==> config.mk <==
export PLATFORM = sky130hd
export DESIGN_NAME = output_ctrl
export DESIGN_NICKNAME = d
export VERILOG_FILES = /design/src/rtl/router_pkg.sv /design/src/rtl/rr_arbiter5.sv /design/src/rtl/output_ctrl.sv
export SDC_FILE = /design/constraint.sdc
export NUM_CORES = 1
export LEC_CHECK = 0
export ABC_AREA = 1
export CAP_MARGIN = 10
export CORE_AREA = 2 2 161 163
export CTS_CLUSTER_DIAMETER = 60
export DETAILED_ROUTE_END_ITERATION = 10
export DIE_AREA = 0 0 163 165
export GPL_TIMING_DRIVEN = 0
export PLACE_DENSITY = 0.71
export RECOVER_POWER = 100
export REMOVE_ABC_BUFFERS = 1
export SYNTH_ARGS = -nofsm -noshare
export SYNTH_HDL_FRONTEND = slang
export SYNTH_SLANG_ARGS = --single-unit
==> constraint.sdc <==
create_clock -name clk -period 5.03 [get_ports clk]
set_clock_uncertainty 0.05 [all_clocks]
set_input_delay 1.006 -clock clk [delete_from_list [all_inputs] [get_ports clk]]
set_output_delay 1.006 -clock clk [all_outputs]
set_load 0.01 [all_outputs]
==> src/rtl/router_pkg.sv <==
// Shared mesh-router definitions: port directions, indices, flit width and
// the output-stage state encoding.
package router_pkg;

  localparam int NUM_PORTS = 5;
  localparam int FLIT_W    = 64;

  // One-hot direction codes, same bit order as the request vectors
  localparam logic [NUM_PORTS-1:0] DIR_L  = 5'b10000;
  localparam logic [NUM_PORTS-1:0] DIR_R  = 5'b01000;
  localparam logic [NUM_PORTS-1:0] DIR_U  = 5'b00100;
  localparam logic [NUM_PORTS-1:0] DIR_D  = 5'b00010;
  localparam logic [NUM_PORTS-1:0] DIR_PE = 5'b00001;

  localparam logic [2:0] IDX_L  = 3'd4;
  localparam logic [2:0] IDX_R  = 3'd3;
  localparam logic [2:0] IDX_U  = 3'd2;
  localparam logic [2:0] IDX_D  = 3'd1;
  localparam logic [2:0] IDX_PE = 3'd0;

  typedef enum logic {ST_EMPTY, ST_HOLD} oc_state_e;

  // Index of the set bit in a one-hot direction code (0 if none set)
  function automatic logic [2:0] onehot_idx(input logic [NUM_PORTS-1:0] oh);
    logic [2:0] r;
    r = '0;
    for (int i = 0; i < NUM_PORTS; i++)
      if (oh[i]) r = 3'(i);
    return r;
  endfunction

  // (base + off) mod NUM_PORTS, used to walk the round-robin search order
  function automatic logic [2:0] wrap_idx(input logic [2:0] base, input int unsigned off);
    int unsigned s;
    s = {29'b0, base} + off;
    return 3'(s % NUM_PORTS);
  endfunction

endpackage

==> src/rtl/rr_arbiter5.sv <==
// Five-way round-robin arbiter. Search starts one past the most recently
// served port and wraps; purely combinational.
module rr_arbiter5
  import router_pkg::*;
(
  input  logic [NUM_PORTS-1:0] req,
  input  logic [2:0]           last,
  input  logic                 en,
  output logic [NUM_PORTS-1:0] grant,
  output logic [2:0]           grant_idx
);

  logic       found;
  logic [2:0] idx;

  // First requester at (last+1), (last+2), ... wrapping back to last itself
  always_comb begin
    grant     = '0;
    grant_idx = '0;
    found     = 1'b0;
    idx       = '0;
    for (int unsigned i = 1; i <= NUM_PORTS; i++) begin
      idx = wrap_idx(last, i);
      if (en && !found && req[idx]) begin
        found      = 1'b1;
        grant[idx] = 1'b1;
        grant_idx  = idx;
      end
    end
  end

endmodule

==> src/rtl/output_ctrl.sv <==
// Per-output-port stage: round-robin among the five input sides, one-entry
// output buffer, one-cycle clear back to the winner, so/ro handshake out.
module output_ctrl
  import router_pkg::*;
#(
  parameter int                   DATA_WIDTH    = FLIT_W,
  parameter logic [NUM_PORTS-1:0] OUT_DIRECTION = DIR_PE,
  parameter int                   CNT_WIDTH     = 16
) (
  input  logic                            clk,
  input  logic                            rst,
  input  logic [NUM_PORTS-1:0]            req_i,
  input  logic [NUM_PORTS*DATA_WIDTH-1:0] data_i,
  output logic [NUM_PORTS-1:0]            clear_o,
  output logic                            so,
  input  logic                            ro,
  output logic [DATA_WIDTH-1:0]           datao,
  output logic                            uturn_err,
  output logic [CNT_WIDTH-1:0]            flit_cnt
);

  // PE may legitimately loop back to itself; every other direction may not
  localparam logic [2:0] OUT_IDX     = onehot_idx(OUT_DIRECTION);
  localparam bit         CHECK_UTURN = (OUT_DIRECTION != DIR_PE);

  oc_state_e                              state;
  logic [2:0]                             last;
  logic [NUM_PORTS-1:0][DATA_WIDTH-1:0]   slices;
  logic                                   can_load;
  logic                                   arb_en;
  logic                                   xfer;
  logic [NUM_PORTS-1:0]                   grant;
  logic [2:0]                             grant_idx;

  assign slices   = data_i;
  assign so       = (state == ST_HOLD);
  assign xfer     = so & ro;
  // Buffer is free now, or it empties on this very edge
  assign can_load = (state == ST_EMPTY) | ((state == ST_HOLD) & ro);
  // Gating with rst keeps clear_o low while reset is held
  assign arb_en   = can_load & rst;
  assign clear_o  = grant;

  rr_arbiter5 u_arb (
    .req       (req_i),
    .last      (last),
    .en        (arb_en),
    .grant     (grant),
    .grant_idx (grant_idx)
  );

  // Buffer FSM, RR pointer, handshake counter and sticky U-turn flag
  always_ff @(posedge clk or negedge rst) begin
    if (!rst) begin
      state     <= ST_EMPTY;
      datao     <= '0;
      last      <= IDX_PE;
      flit_cnt  <= '0;
      uturn_err <= 1'b0;
    end else begin
      if (|grant) begin
        datao <= slices[grant_idx];
        state <= ST_HOLD;
        last  <= grant_idx;
        if (CHECK_UTURN && (grant_idx == OUT_IDX))
          uturn_err <= 1'b1;
      end else if (xfer) begin
        state <= ST_EMPTY;
      end
      if (xfer)
        flit_cnt <= flit_cnt + CNT_WIDTH'(1);
    end
  end

endmodule

**Word level (Yosys, flattened, before mapping)**

Cells that the tools add are included.

- Bits in registers: 84
- Latch bits: 0
- RAM bits: 0
- Memory bits (read-only): 0
- Logic and storage cells: 92
- Memories: 0
- Input bits: 328

- Mux-type cells: 38
- Divide/modulo/power cells: 5
- Magnitude comparators: 11
- Shifts and indexed selects: 0
- Add/subtract/negate cells: 6
- Equality and inequality tests: 0
- Reductions and logical operators: 20
- $mul: 0
- Bitwise logic cells: 8

Operators with widths:

| cell | count |
|---|---|
| $bmux W64 S3 | 1 |
| $mod A32 B3 Y32 const B | 5 |
| $mux W64 | 1 |
| $mux W5 | 5 |
| $lt A3 B4 Y1 const B | 6 |
| $or A5 B5 Y5 | 4 |
| $add A16 B1 Y16 const B | 1 |
| $mux W1 | 16 |
| $bmux W1 S3 | 5 |
| $demux W1 S3 | 5 |
| $ge A3 B1 Y1 const B | 5 |
| $mux W3 | 5 |
| $logic_and A1 B1 Y1 | 14 |
| $add A3 B2 Y4 const B | 2 |
| $add A3 B3 Y4 const B | 2 |
| $reduce_or A5 Y1 | 1 |
| $add A3 B1 Y4 const B | 1 |
| $logic_not A1 Y1 | 4 |
| $and A1 B1 Y1 | 2 |
| $reduce_bool A2 Y1 | 1 |
| $not A1 Y1 | 1 |
| $or A1 B1 Y1 | 1 |

**Longest topological paths before layout**

Gate-level depths: netlist (run 1).

- Word-level depth: 24
- Mapped depth: 36
- Depth with buffers taken out: 35

**By module**

From an unflattened synthesis (run 1), not the netlist that was laid out.

- Cell total of the unflattened synthesis: 1354
- Area total of the unflattened synthesis: 7985.2 µm²

Modules (own cells, without submodules):

| module | times used | cells each | seq. area each (µm²) | area an instance (µm²) |
|---|---|---|---|---|
| output_ctrl | 1 | 1017 | 2102.0 | 6113.4 |
| rr_arbiter5 | 1 | 337 | 0.0 | 1871.8 |

**Worst setup path before layout (run 1)**

OpenSTA, ideal clock, no wires.

- Path type: register to output
- Start: reg last[0]
- End: out clear_o[4]
- Cell stages (with the launch flop): 25
- Data arrival time: 3.833 ns
- Path slack: 0.141 ns
- Required time: 3.974 ns
- Path through: dfrtp_1 > inv_1 > ha_1 > ha_1 > inv_1 > nand3_1 > nand2_1 > xor2_1 > ha_1 > inv_1 > or2_2 > nand3_1 > nand2_1 > o21ai_2 > inv_1 > nor2_1 > nand2_1 > nand3_1 > nor2_1 > nand4_1 > nand3_1 > nor2_2 > inv_2 > buf_4 > buf_2

- Longest elaborated chain between the ends: 22
- Elaborated cells on any way between the ends: 71

RTL lines:

| element | RTL line | RTL |
|---|---|---|
| from (decl) | output_ctrl.sv:27 | `logic [2:0] last;` |
| from (signal assigned) | output_ctrl.sv:64 | `last <= grant_idx;` |
| parallel branches: the longest is 21 deep, another holds $mod A32 B3 Y32 | - |  |
| $mux W5 (*) | rr_arbiter5.sv:24 | `if (en && !found && req[idx]) begin` |
| to (decl) | output_ctrl.sv:14 | `output logic [NUM_PORTS-1:0] clear_o,` |

Every way passes the cells marked *. The select of a mux whose other input is x is not followed.

**Worst setup path in the final report (run 1)**

- Start: reg last[1]
- End: out clear_o[4]

Same word-level chain as after synthesis.

==> impl_metrics.tcl, run 1 <==
set metrics [dict create \
    status "complete, but fails checks" \
    violations "max-capacitance violations, max-slew violations, negative setup slack" \
    grt_pass1_wl_mm 52.4 \
    vias 10800 \
    insertion_delay_ns 0.35 \
    synthTopCellsByCount "526 x nand2_1, 263 x inv_1, 134 x nand3_1, 84 x dfrtp_1, 70 x a21oi_1" \
    cp_num_buf_inv 9 \
    critical_path.top_delay_family "simple AND/OR/NAND/NOR gates" \
    ys.flop_type "dfrtp_1" \
    relSlewSlack_pct -78.6 \
    antenna_found_initial 0 \
    synth_edf_count 0 \
    setup_violations 1 \
    finalWirelength_mm 37.4 \
    syn_inst 1448 \
    gp_congestion 0.871 \
    fin_ws_ns -0.0524 \
    worstPathArrival_ns 4.03 \
    first_pass_iters 5 \
    yosysUniqueCellTypes 40 \
    cp-start-kind "flop" \
    synth.most_common_cell "nand2_1" \
    dp_slack_ns -2.92 \
    io_buffers 413 \
    final_nets 2256 \
    synth_area_um2 8370 \
    cts-root-buf "clkbuf_16" \
    cap_violations 1 \
    reg2reg_from "last[1]$_DFFE_PN0P_" \
    drive_above_1_share_pct 14.4 \
    grt_max_degree 89 \
    cts_buffers 9 \
    synth_top_cell_area_share_pct 25.1 \
    num-fill-cells 2368 \
    whs_endpoint "flit_cnt[15]$_DFFE_PN0P_" \
    path_common_cell "nand3_2" \
    drc 0 \
    rr_endpoint "datao[41]$_DFFE_PN0P_" \
    dp_hpwl_mm 24.3 \
    pin_count 415 \
    syn_to_final_growth_pct 73.0 \
    htreeDepth 3 \
    tightest_slew_ns 2.68 \
    endpoint_kind "output pin" \
    die_area_um2 26900 \
    synth.avg_cell_area_um2 5.78 \
    initial_core_util_pct 33.4 \
    cts_hold_buf 0 \
    viasPerCell 4.84 \
    core_area_um2 25000 \
    clockBufferDepth 2 \
    cp_max_fo 5 \
    drt-wirelength-per-cell_um 16.8 \
    crit_required_ns 3.97 \
    hold-worst-slack_ns 0.433 \
    slowest_stage "dfrtp_2" \
    worstSetupPathType "reg2out" \
    max_stage_delay_ns 0.41 \
    async_flop_share_pct 100 \
    final.min_clock_period_ns 5.08 \
    grt-ovfl-total 0 \
    synth_top_area_cell "dfrtp_1" \
    tritoncts "done" \
    cts_sinks 84 \
    finalSetupTns_ns -0.0524 \
    die_h_um 165 \
    grt_usage_pct 25.2 \
    rrSetupSlack_ns 0.07 \
    yosysWarnings 1 \
    hold_start "flit_cnt[15]$_DFFE_PN0P_" \
    max_freq_ghz 0.197 \
    hold_viol 0 \
    grt_setup_unrepaired "true" \
    postRouteAntennaNets 0 \
    clk_pin_slew_ns 0.07 \
    finalMaxSlewViolations 46 \
    yosysSeqAreaShare_pct 25.1 \
    grt_pass1_vias 9865 \
    drt-initial-drc-count 804 \
    ys_ff_latch 84 \
    min_path_type "reg2reg" \
    synth_area_leaders "dfrtp_1 25%, nand2_1 24%, inv_1 12%" \
    min_path_cells 1 \
    die_x_um 163 \
    placementRows 58 \
    fin_crit_sh_pct 101 \
    worst_r2r_path_depth 26 \
    n_antenna_cell 0 \
]
how the worst max path moves through the flow:
stage | endpoint | from | slack, ns | cells after the start
3_5_place_dp | clear_o[4] | last[0]$_DFFE_PN0P_ | -2.92 | 22
6_report | clear_o[4] | last[1]$_DFFE_PN0P_ | -0.05 | 25
4_1_cts | clear_o[4] | last[1]$_DFFE_PN0P_ | 0.001 | 29
5_1_grt | clear_o[4] | last[1]$_DFFE_PN0P_ | -0.34 | 19
3_3_place_gp | datao[59]$_DFFE_PN0P_ | rst | -6.37 | 15
2_1_floorplan | datao[41]$_DFFE_PN0P_ | last[0]$_DFFE_PN0P_ | -1.48 | 24
flip-flops by register name, summed over array words and instances (netlist names):
| register | cells |
|---|---|
| datao | 64 |
| flit_cnt | 16 |
| last | 3 |
| so | 1 |
per-layer routing:
layer	share of wire, %	global-route usage (%)	vias up
met5	0	0	-
met4	3.3	8.41	0
met3	7.7	5.32	88
met2	50	44.0	445
met1	39	30.7	4911
li1	-	-	5362
through the flow:
step / instance area [µm²] / util (%) / std cells
floorplan: 8000 / - / 1378
global placement: 12500 / 50.1 / 2121
detailed placement: 12700 / 50.6 / 2125
CTS: 13700 / 54.6 / 2192
global route: 14500 / 57.8 / 2234
finish: 14500 / 57.8 / 2234
cell type report:
cell class	count	area (µm²)	share of cell area, %
Multi-Input combinational cell	1003	5500	38.0
Timing Repair inverter	2	17.5	0.121
Inverter	300	1200	8.31
Tap cell	330	413	2.85
Timing Repair Buffer	499	4920	34.0
Clock inverter	7	82.6	0.570
Sequential cell	84	2110	14.6
Clock buffer	9	225	1.56
what timing repair did:
item | in CTS | in global routing
cloned | 7 | 6
gates resized for setup | 100 | 105
hold endpoints to repair | 0 | 0
setup buffers | 44 | 37
setup endpoints to repair | 73 | 73
pin swaps | 27 | 58
cell usage in the layout (no fill, tap or decap), types with 24 or more instances in the layout:
master	instances
nand2_4	24
clkdlybuf4s50_1	325
a21oi_1	69
dfrtp_1	81
o21ai_1	48
nand2_1	493
nor2_1	42
dlygate4sd3_1	82
o211ai_1	42
inv_1	252
buf_4	70
nand3_1	118
inv_2	31
logic make-up (layout without fill, tap and decap cells):
family	Yosys count	in the layout	share of synthesized area (%)
buffers and inverters	370	817	17.9
and+or+nand+nor	763	772	38.2
DFF	84	84	25.1
other	1	1	0.0448
xor gates and xnor gates	18	18	1.88
adders and majority gates	29	29	4.43
AOI/OAI and AO/OA	183	183	12.5
Power of run 1 is left out: the tool's default activity adds up to more than one toggle a clock period on the data nets, which glitch-free logic cannot reach.
==> inputs of run 2 (changes only) <==
Settings changed: PLACE_DENSITY 0.71 to 0.69.
==> impl_metrics.tcl, run 2 (synthesized netlist as in run 1, its figures left out) <==
set metrics [dict create \
    clockBufferDepth 2 \
    finalWirelength_mm 37.7 \
    layout.cells.non_filler 2239 \
    grt-ovfl-total 0 \
    grt_use_met3_pct 5.93 \
    vias 10700 \
    status "complete, but fails checks" \
    top_register "datao" \
    min_path_type "reg2reg" \
    cts_sinks 84 \
    hold_viol 0 \
    placementRows 58 \
    setup_violations 2 \
    grt_usage_pct 25.8 \
    top_regs "datao (64), flit_cnt (16), last (3)" \
    dp_slack_ns -2.68 \
    final.min_clock_period_ns 5.04 \
    cp-start-kind "flop" \
    grt_pass1_wl_mm 53.5 \
    endpoint_kind "output pin" \
    pin_count 415 \
    tritoncts "done" \
    final-seq-area_um2 2110 \
    relSlewSlack_pct -112 \
    cap_violations 1 \
    top_usage_layer "met2" \
    io_buffers 413 \
    tightest_slew_ns 3.17 \
    antenna_found_initial 5 \
    hold-worst-slack_ns 0.434 \
    drive_above_1_share_pct 14.6 \
    die_area_um2 26900 \
    syn_to_final_growth_pct 74.1 \
    use_met2_pct 45.2 \
    multiInputGateArea_um2 5520 \
    num-fill-cells 2419 \
    violations "max-capacitance violations, max-slew violations, negative setup slack" \
    final_cell_mix "494 x nand2_1, 325 x clkdlybuf4s50_1, 252 x inv_1" \
    die_x_um 163 \
    core_area_um2 25000 \
    insertion_delay_ns 0.35 \
    max_freq_ghz 0.198 \
    worstSetupPathType "reg2out" \
    drc 0 \
    die_h_um 165 \
    viasPerCell 4.80 \
    worstPathArrival_ns 3.99 \
    mostFrequentLayoutCell "nand2_1" \
    grt_max_degree 85 \
    fin_crit_sh_pct 100 \
    largest_reg_flops 64 \
    dp_hpwl_mm 24.9 \
    cts_hold_buf 0 \
    grt_use_met1_pct 30.2 \
    drt-initial-drc-count 723 \
    crit_required_ns 3.97 \
    cts_buffers 9 \
    first_pass_iters 5 \
    fin_ws_ns -0.0139 \
    cp_max_fo 5 \
    initial_core_util_pct 33.4 \
    cts-root-buf "clkbuf_16" \
    finalMaxSlewViolations 62 \
    clk_pin_slew_ns 0.06 \
    grt_pass1_vias 10000 \
    grt_setup_unrepaired "true" \
    drt-wirelength-per-cell_um 16.8 \
    final_nets 2259 \
    gp_congestion 0.882 \
    dpl.cell_count 2127 \
    postRouteAntennaNets 0 \
    htreeDepth 3 \
]
## run 2: changes by cell type in the layout (fill, tap and decap cells not counted), moves of 3 or more
| cell | before | now |
|---|---|---|
| buf_4 | 70 | 78 |
| nand3_4 | 5 | 9 |
| buf_6 | 11 | 8 |
| bufbuf_16 | 0 | 3 |
| nand2_4 | 24 | 20 |
## run 2: cell type report
cell class	count	area share, %
Antenna cell	2	0.0344
Clock buffer	11	1.60
Clock inverter	5	0.421
Inverter	300	8.18
Multi-Input combinational cell	1000	37.9
Sequential cell	84	14.5
Tap cell	330	2.83
Timing Repair Buffer	506	34.6
Timing Repair inverter	1	0.0429
## run 2: critical path, stage by stage, from the launching register on
cell,delay [ns]
dfrtp_2,0.40
clkinvlp_4,0.19
buf_6,0.17
ha_4,0.33
clkinv_8,0.07
ha_4,0.17
nor2_4,0.09
nand3_2,0.11
nand2_4,0.11
xor2_4,0.18
ha_2,0.19
inv_1,0.04
nand2_2,0.08
nand2_4,0.07
nand2_4,0.09
nand2_2,0.07
nand2_4,0.07
inv_4,0.05
nor2_4,0.10
nand2_1,0.07
nand2_2,0.09
nor2_4,0.06
nor3_4,0.20
buf_6,0.15
buf_4,0.11
nand4_1,0.12
nand3_2,0.13
buf_6,0.10
## run 2: final timing paths
path / from / end / slack, ns / cells past startpoint
max: last[1]$_DFFE_PN0P_ / clear_o[1] / -0.01 / 27
min: flit_cnt[15]$_DFFE_PN0P_ / flit_cnt[15]$_DFFE_PN0P_ / 0.43 / 1
max reg2reg: last[1]$_DFFE_PN0P_ / datao[1]$_DFFE_PN0P_ / 0.12 / 33
min reg2reg: flit_cnt[15]$_DFFE_PN0P_ / flit_cnt[15]$_DFFE_PN0P_ / 0.43 / 1
max in group asynchronous: rst / last[0]$_DFFE_PN0P_ / 0.63 / 2
min in group asynchronous: rst / flit_cnt[12]$_DFFE_PN0P_ / 0.49 / 1
## run 2: layer usage
metal / vias up / share of wire [%] / routed length [µm]
li1: 5374 / - / -
met1: 4878 / 39 / 14800
met2: 383 / 50 / 18800
met3: 101 / 6.4 / 2400
met4: 6 / 4.3 / 1620
met5: - / 0.11 / 42
## run 2: metrics by stage
| step | TNS (ns) | util [%] | cell area, µm² |
|---|---|---|---|
| final | -0.0256 | 58.2 | 14600 |
| after global placement | -496.77 | 50.1 | 12500 |
| after detailed placement | -161.65 | 50.8 | 12700 |
| after floorplan | -96.98 | - | 8000 |
| after global routing | -4.94 | 58.2 | 14600 |
| after CTS | -0.00341 | 55.0 | 13800 |
## run 2: repair_timing
item / in CTS / in global routing
endpoints found under the hold margin: 0 / 0
gates resized for setup: 106 / 105
buffers inserted: 37 / 47
gates cloned: 8 / 3
setup endpoints to repair: 73 / 73
pin swaps: 31 / 58
Power of run 2 is left out for the same reason.
